## config.mk

```make
export PLATFORM = sky130hd
export DESIGN_NAME = hand_centroid
export DESIGN_NICKNAME = d
export VERILOG_FILES = /design/src/rtl/hand_centroid.sv
export SDC_FILE = /design/constraint.sdc
export NUM_CORES = 1
export LEC_CHECK = 0
export ABC_CLOCK_PERIOD_IN_PS = 6730
export BUFFER_PORTS_ARGS = -buffer_cell sky130_fd_sc_hd__buf_4
export CAP_MARGIN = 0
export CORE_AREA = 2 2 144 146
export CTS_CLUSTER_DIAMETER = 150
export CTS_CLUSTER_SIZE = 8
export DETAILED_ROUTE_END_ITERATION = 12
export DIE_AREA = 0 0 146 148
export PLACE_DENSITY = 0.77
export RECOVER_POWER = 50
export SKIP_CTS_REPAIR_TIMING = 1
export SYNTH_ARGS = -nofsm -noshare
export SYNTH_HDL_FRONTEND = slang
export SYNTH_SLANG_ARGS = --single-unit
```

## constraint.sdc

```tcl
create_clock -name Clk -period 6.73 [get_ports Clk]
set_input_delay 0.3365 -clock Clk [delete_from_list [all_inputs] [get_ports Clk]]
set_output_delay 0.3365 -clock Clk [all_outputs]
set_load 0.05 [all_outputs]
```

## src/rtl/hand_centroid.sv

```systemverilog
// Accumulates lit-pixel X/Y sums over a raster frame, then serially divides them to get the hand centroid.
// Result strobes a fixed 2*SUM_W+1 cycles after frame_end; frame_end while busy is dropped and flags overrun.
module hand_centroid #(
  parameter int H_RES      = 640,
  parameter int V_RES      = 480,
  parameter int MIN_PIXELS = 64,
  parameter int SUM_W      = 28,
  parameter int CNT_W      = 19
) (
  input  logic       Clk,
  input  logic       Reset,
  input  logic       pix_valid,
  input  logic       pix_on,
  input  logic [9:0] DrawX,
  input  logic [9:0] DrawY,
  input  logic       frame_end,
  output logic [9:0] hand_x,
  output logic [9:0] hand_y,
  output logic       hand_valid,
  output logic       result_strobe,
  output logic       busy,
  output logic       overrun
);

  localparam int STEP_W = $clog2(SUM_W);
  localparam logic [10:0]       X_LIM     = 11'(H_RES);
  localparam logic [10:0]       Y_LIM     = 11'(V_RES);
  localparam logic [CNT_W-1:0]  MIN_C     = CNT_W'(MIN_PIXELS);
  localparam logic [STEP_W-1:0] LAST_STEP = STEP_W'(SUM_W - 1);

  typedef enum logic [1:0] {ACCUM, DIV_X, DIV_Y, DONE} state_t;
  state_t state, state_nxt;

  logic [SUM_W-1:0]  sum_x, sum_y, sum_x_upd, sum_y_upd, sy, dvd, q_nxt;
  logic [CNT_W-1:0]  cnt, cnt_upd, c, rem, rem_nxt, diff;
  logic [CNT_W:0]    trial;
  logic [STEP_W-1:0] step;
  logic [9:0]        qx;
  logic              qual, ge, step_last, frame_go;

  assign qual      = pix_valid & pix_on & ({1'b0, DrawX} < X_LIM) & ({1'b0, DrawY} < Y_LIM);
  assign sum_x_upd = sum_x + (qual ? {{(SUM_W-10){1'b0}}, DrawX} : '0);
  assign sum_y_upd = sum_y + (qual ? {{(SUM_W-10){1'b0}}, DrawY} : '0);
  assign cnt_upd   = cnt + {{(CNT_W-1){1'b0}}, qual};
  assign frame_go  = frame_end & (state == ACCUM);
  assign step_last = (step == LAST_STEP);

  // Restoring divide step: remainder stays below c, so the modular CNT_W-bit difference is exact when ge.
  assign trial   = {rem, dvd[SUM_W-1]};
  assign ge      = (trial >= {1'b0, c});
  assign diff    = trial[CNT_W-1:0] - c;
  assign rem_nxt = ge ? diff : trial[CNT_W-1:0];
  assign q_nxt   = {dvd[SUM_W-2:0], ge};

  always_ff @(posedge Clk) begin
    if (Reset) state <= ACCUM;
    else       state <= state_nxt;
  end

  always_comb begin
    state_nxt = state;
    case (state)
      ACCUM:   if (frame_end) state_nxt = DIV_X;
      DIV_X:   if (step_last) state_nxt = DIV_Y;
      DIV_Y:   if (step_last) state_nxt = DONE;
      default: state_nxt = ACCUM;
    endcase
  end

  always_ff @(posedge Clk) begin
    if (Reset) begin
      sum_x <= '0; sum_y <= '0; cnt <= '0;
      sy <= '0; dvd <= '0; c <= '0; rem <= '0; step <= '0; qx <= '0;
      hand_x <= '0; hand_y <= '0; hand_valid <= 1'b0;
      result_strobe <= 1'b0; busy <= 1'b0; overrun <= 1'b0;
    end else begin
      result_strobe <= 1'b0;
      if (frame_end && state != ACCUM) overrun <= 1'b1;

      if (frame_go) begin
        sum_x <= '0; sum_y <= '0; cnt <= '0;
        dvd   <= sum_x_upd;
        sy    <= sum_y_upd;
        c     <= cnt_upd;
        rem   <= '0;
        step  <= '0;
        busy  <= 1'b1;
      end else begin
        sum_x <= sum_x_upd;
        sum_y <= sum_y_upd;
        cnt   <= cnt_upd;
      end

      if (state == DIV_X || state == DIV_Y) begin
        step <= step_last ? '0 : step + STEP_W'(1);
        dvd  <= q_nxt;
        rem  <= rem_nxt;
      end

      if (state == DIV_X && step_last) begin
        qx  <= q_nxt[9:0];
        dvd <= sy;
        rem <= '0;
      end

      if (state == DIV_Y && step_last) begin
        result_strobe <= 1'b1;
        busy          <= 1'b0;
        if (c >= MIN_C) begin
          hand_x     <= qx;
          hand_y     <= q_nxt[9:0];
          hand_valid <= 1'b1;
        end else begin
          hand_valid <= 1'b0;
        end
      end
    end
  end

endmodule
```

After elaboration in Yosys (flattened, before gate mapping). Cells that the tools add are included.

Flip-flop bits (word level): 210. Output and inout port bits: 24.

Add/subtract/negate cells: 5. Magnitude comparators: 4. Equality and inequality tests: 6. Muxes and demuxes: 17. Bitwise operators: 4. Reduce and logical (&&, ||, !) cells: 13.

Operators with widths (number): $mux 28 (3); $mux 19 (3); $add 28x10->28 (2); $ge 20x19->1 (1); $mux 10 (2); $add 19x1->19 (1); $ge 19x7->1 const B (1); $sub 19x19->19 (1); $mux 5 (3); $lt 10x10->1 const B (1); $lt 10x9->1 const B (1); $mux 2 (3); $ne 2x2->1 const B (3); $pmux 2 s3 (1); $reduce_or 2->1 (3); $add 5x1->5 const B (1); $eq 5x5->1 const B (1); $and 1x1->1 (4); $reduce_bool 2->1 (2); $logic_and 1x1->1 (3); $reduce_and 3->1 (1); $reduce_bool 3->1 (1); $eq 2x1->1 const B (1); $eq 2x2->1 const B (1); 4 further kinds (5).

Logic depth before layout (Yosys ltp).
Depth after elaboration: 8. Mapped depth: 14.

Worst setup path before layout. Ideal clock, no wire load.

Kind: input to register. From: input DrawY[5]. To: register dvd[20]. Setup time: 0.095 ns. Arrival: 2.757 ns. Slack: 3.878 ns. Stages on the path: 14. Path buffers: 2. Cells stage by stage: nand4_1 -> nand2_1 -> nor3_1 -> clkbuf_1 -> and2_1 -> ha_1 -> fa_1 -> a21oi_1 -> o211ai_1 -> a41oi_1 -> buf_2 -> nor3b_2 -> xnor2_1 -> a221oi_1.

Cells in the longest elaborated chain, start to end: 7.

RTL lines: from (decl) (line 15) `input logic [9:0] DrawY,`; $lt 10x9->1 (line 41) `assign qual = pix_valid & pix_on & ({1'b0, DrawX} < X_LIM) & ({1'b0, DrawY} < Y_LIM);`; $and 1x1->1 (line 41); $mux 10 (line 42) `assign sum_x_upd = sum_x + (qual ? {{(SUM_W-10){1'b0}}, DrawX} : '0);`; $add 28x10->28 (line 42); $mux 28 (line 80) `if (frame_go) begin`; $mux 28 (line 94) `if (state == DIV_X || state == DIV_Y) begin`; $mux 28 (line 100) `if (state == DIV_X && step_last) begin`; to (signal assigned) (line 82) `dvd <= sum_x_upd;`; to (signal assigned) (line 96) `dvd <= q_nxt;`; to (signal assigned) (line 102) `dvd <= sy;`; to (decl) (line 34) `logic [SUM_W-1:0] sum_x, sum_y, sum_x_upd, sum_y_upd, sy, dvd, q_nxt;`.

Every way passes these cells. The select of a mux whose other input is x is not followed. A chain may end at the register's enable or synchronous reset.

Worst setup path in the final report.
From: register state[0]. To: register rem[17].

Cells in the longest elaborated chain, start to end: 3. Elaborated cells between the ends (all ways): 9. Classes of those cells: eq/ne: 2; mux: 1; bitwise: 1; reduce/logical: 5.

RTL lines: from (decl) (line 32) `state_t state, state_nxt;`; from (signal assigned) (line 57) `else state <= state_nxt;`; $eq 2x1->1, or another cell as far along (line 94, 100); $logic_or 1x1->1, or another cell as far along (line 94); $mux 19, or another cell as far along (line 94); to (signal assigned) (line 97) `rem <= rem_nxt;`; to (decl) (line 35) `logic [CNT_W-1:0] cnt, cnt_upd, c, rem, rem_nxt, diff;`.

Parallel ways exist; a longest one is shown, timed or not.

==> results.json <==
{
  "status": "finished, violations left",
  "violations": "capacitance limit, slew limit",
  "synth_cell_types": 84,
  "max-vdd-ir-drop_mv": 0.230,
  "syn-num-nets": 1366,
  "fin_nets": 1380,
  "drcViolationCount": 0,
  "drv_slew": 145,
  "antenna_found_initial": 0,
  "die-height_um": 148,
  "vias": 9476,
  "critPathRequiredTime_ns": 7.18,
  "ioPinCount": 49,
  "yosysWarnings": 0,
  "cts_tree": "done",
  "wl_um": 26800,
  "r2r_cells": 9,
  "clock_path_buffers": 3,
  "crit_start": "state[0]",
  "cpMaxStageDelayCell": "clkbuf_1",
  "gp_congestion": 0.908,
  "yosysSeqAreaShare_pct": 38.9,
  "hp-class": "in -> reg",
  "synth-edff-count": 0,
  "critPathArrivalTime_ns": 4.97,
  "power_density_mw_per_mm2": 422,
  "setup_tns_ns": 0,
  "drtIter0Drc": 770,
  "p_sw_share_pct": 40.8,
  "drt-wirelength-per-cell_um": 17.0,
  "grt_pass1_vias": 9117,
  "final_util_pct": 59.6,
  "pwr-share-seq_pct": 30.2,
  "rsz0062_at_grt": "false",
  "pwr-share-clk_pct": 25.6,
  "endpoint": "rem[17]",
  "internal_power_w": 0.00299,
  "synth_ff_type": "dfxtp_1",
  "post-route-min-period_ns": 4.53,
  "finalSetupViolCount": 0,
  "relSlewSlack_pct": -51.0,
  "grt_usage_pct": 24.7,
  "clkSlewWorstSetupHoldPaths_ns": 0.05,
  "overflow": 0,
  "worstMarginPinSlew_ns": 2.27,
  "die-area_sq_mm": 0.0216,
  "htree_levels": 1,
  "max_stage_delay_ns": 1.61,
  "hold_violations": 0,
  "first_pass_iters": 5,
  "num_antenna_cells": 0,
  "finalClockSkew_ns": 0.0349,
  "vias_per_cell": 6.01,
  "p_comb_share_pct": 44.2,
  "syn_avg_cell_area_sq_um": 8.36,
  "fp.dieW_um": 146,
  "rr_endpoint": "rem[17]",
  "hp-start": "frame_end",
  "leakage_nw": 4.54,
  "r2r-start": "state[0]",
  "io_buffers": 48,
  "grt_pass1_wl_um": 44700,
  "num-fill-cells": 1817,
  "period_share_pct": 67.2,
  "ant_nets": 0,
  "coreArea_sq_mm": 0.0200,
  "path_cells": "inv_1, ha_1, clkbuf_1, inv_1, clkbuf_1, nor3_2, buf_4, o21ai_1, o211ai_1",
  "syn2layout_area_growth_pct": 10.7,
  "synthArstFlopShare_pct": 0,
  "clkLatencyLatePin_ns": 0.56,
  "timing.fmax_mhz": 221,
  "ys_ff_latch": 210,
  "netlist_instances": 1292,
  "critPathKind": "reg -> reg",
  "mostFrequentLayoutCells": "dfxtp_1 (210), nor2_1 (149), nand2_1 (119)",
  "drive_gt1_share_pct": 7.58,
  "dp_hpwl_um": 17900,
  "start_util_pct": 53.9,
  "cp-end-kind": "register",
  "mostFrequentLayoutCell": "dfxtp_1",
  "rows": 52,
  "cts_buffers": 30,
  "clock_sinks": 210,
  "drv_cap": 3,
  "crit_path_max_fanout": 52,
  "reg2reg_slack_ns": 2.20,
  "root_buffer": "clkbuf_16",
  "cp-start-kind": "register",
  "grt_max_degree": 72,
  "synth_area_sq_mm": 0.0108,
  "net-switching-power_w": 0.00206
}
==> per-stage QoR <==
step           cells  area, sq um  hold WS (ns)  total power (W)  setup WS, ns
3_3_place_gp    1544        11300         0.443          0.00368          3.17
6_report        1576        12000        0.0556          0.00505          2.20
2_1_floorplan   1292        10800         0.427          0.00324          3.88
5_1_grt         1576        12000        0.0456          0.00537          1.82
3_5_place_dp    1544        11300         0.446          0.00372          3.09
4_1_cts         1576        12100        0.0343          0.00502          3.32
==> state kept, by name, indices dropped and copies added, names as in the netlist, 2 cells and up <==
name,count
c,19
cnt,19
dvd,28
hand_x,10
hand_y,10
qx,10
rem,19
state,2
step,5
sum_x,28
sum_y,28
sy,28
==> worst min path at each step <==
| stage | cells after the start | to |
|---|---|---|
| after floorplan | 2 | dvd[5] |
| after global placement | 2 | hand_valid |
| after detailed placement | 2 | qx[6] |
| after CTS | 3 | overrun |
| after global routing | 3 | overrun |
| final | 3 | overrun |
==> layer usage <==
layer,part of all wire [%],up-vias,GRT usage [%]
li1,-,4671,-
met1,46,4469,32.9
met2,46,283,41.2
met3,5.8,53,3.61
met4,2.3,0,8.64
met5,0,-,0
==> final cells by class <==
cell class	instances	area, sq um	share of cell area (%)
tap	270	338	2.83
sequential	210	4200	35.2
timing repair buffer	62	357	2.98
inverter	43	161	1.35
clock buffer	30	751	6.28
multi-input combinational	959	6100	51.1
clock inverter	2	38.8	0.325
==> critical path, delay by kind of cell, from the launching register on <==
kind	cells	cell delay [ns]
AO/OA/AOI/OAI	2	0.56
buffers and inverters	5	2.87
flip-flops	1	0.38
adder cells (fa/ha/maj)	1	0.27
AND/OR/NAND/NOR	1	0.31
==> synth_stat cells (all sizes together), types with 19 or more instances <==
cell,instances,area (sq um)
dfxtp,210,4200
nor2,150,566
nand2,120,450
a21oi,88,444
o21ai,69,353
clkbuf,61,230
ha,46,576
nand3,44,225
inv,43,161
xnor2,36,315
o211ai,35,263
a211oi,34,265
nand4,33,206
xor2,32,280
and2,29,181
nor3,29,166
mux2i,22,220
buf,19,106
==> cells by family after synthesis <==
| family | count (synthesis) | synth area share (%) |
|---|---|---|
| and+or+nand+nor | 478 | 21.5 |
| AOI/OAI and AO/OA | 341 | 21.5 |
| other | 1 | 0.0347 |
| muxes | 22 | 2.04 |
| adders and majority gates | 49 | 5.89 |
| xor gates and xnor gates | 68 | 5.52 |
| buffers and inverters | 123 | 4.61 |
| DFF | 210 | 38.9 |
==> power by group through the flow <==
stage | combinational (W) | clock [W] | sequential, W
finish | 0.00223 | 0.00129 | 0.00152
global route | 0.00246 | 0.00137 | 0.00154
CTS | 0.00220 | 0.00131 | 0.00152
detailed placement | 0.00218 | 0 | 0.00154
global placement | 0.00214 | 0 | 0.00154
floorplan | 0.00173 | 0 | 0.00151
No activity file was read; power rests on OpenSTA's default activity.
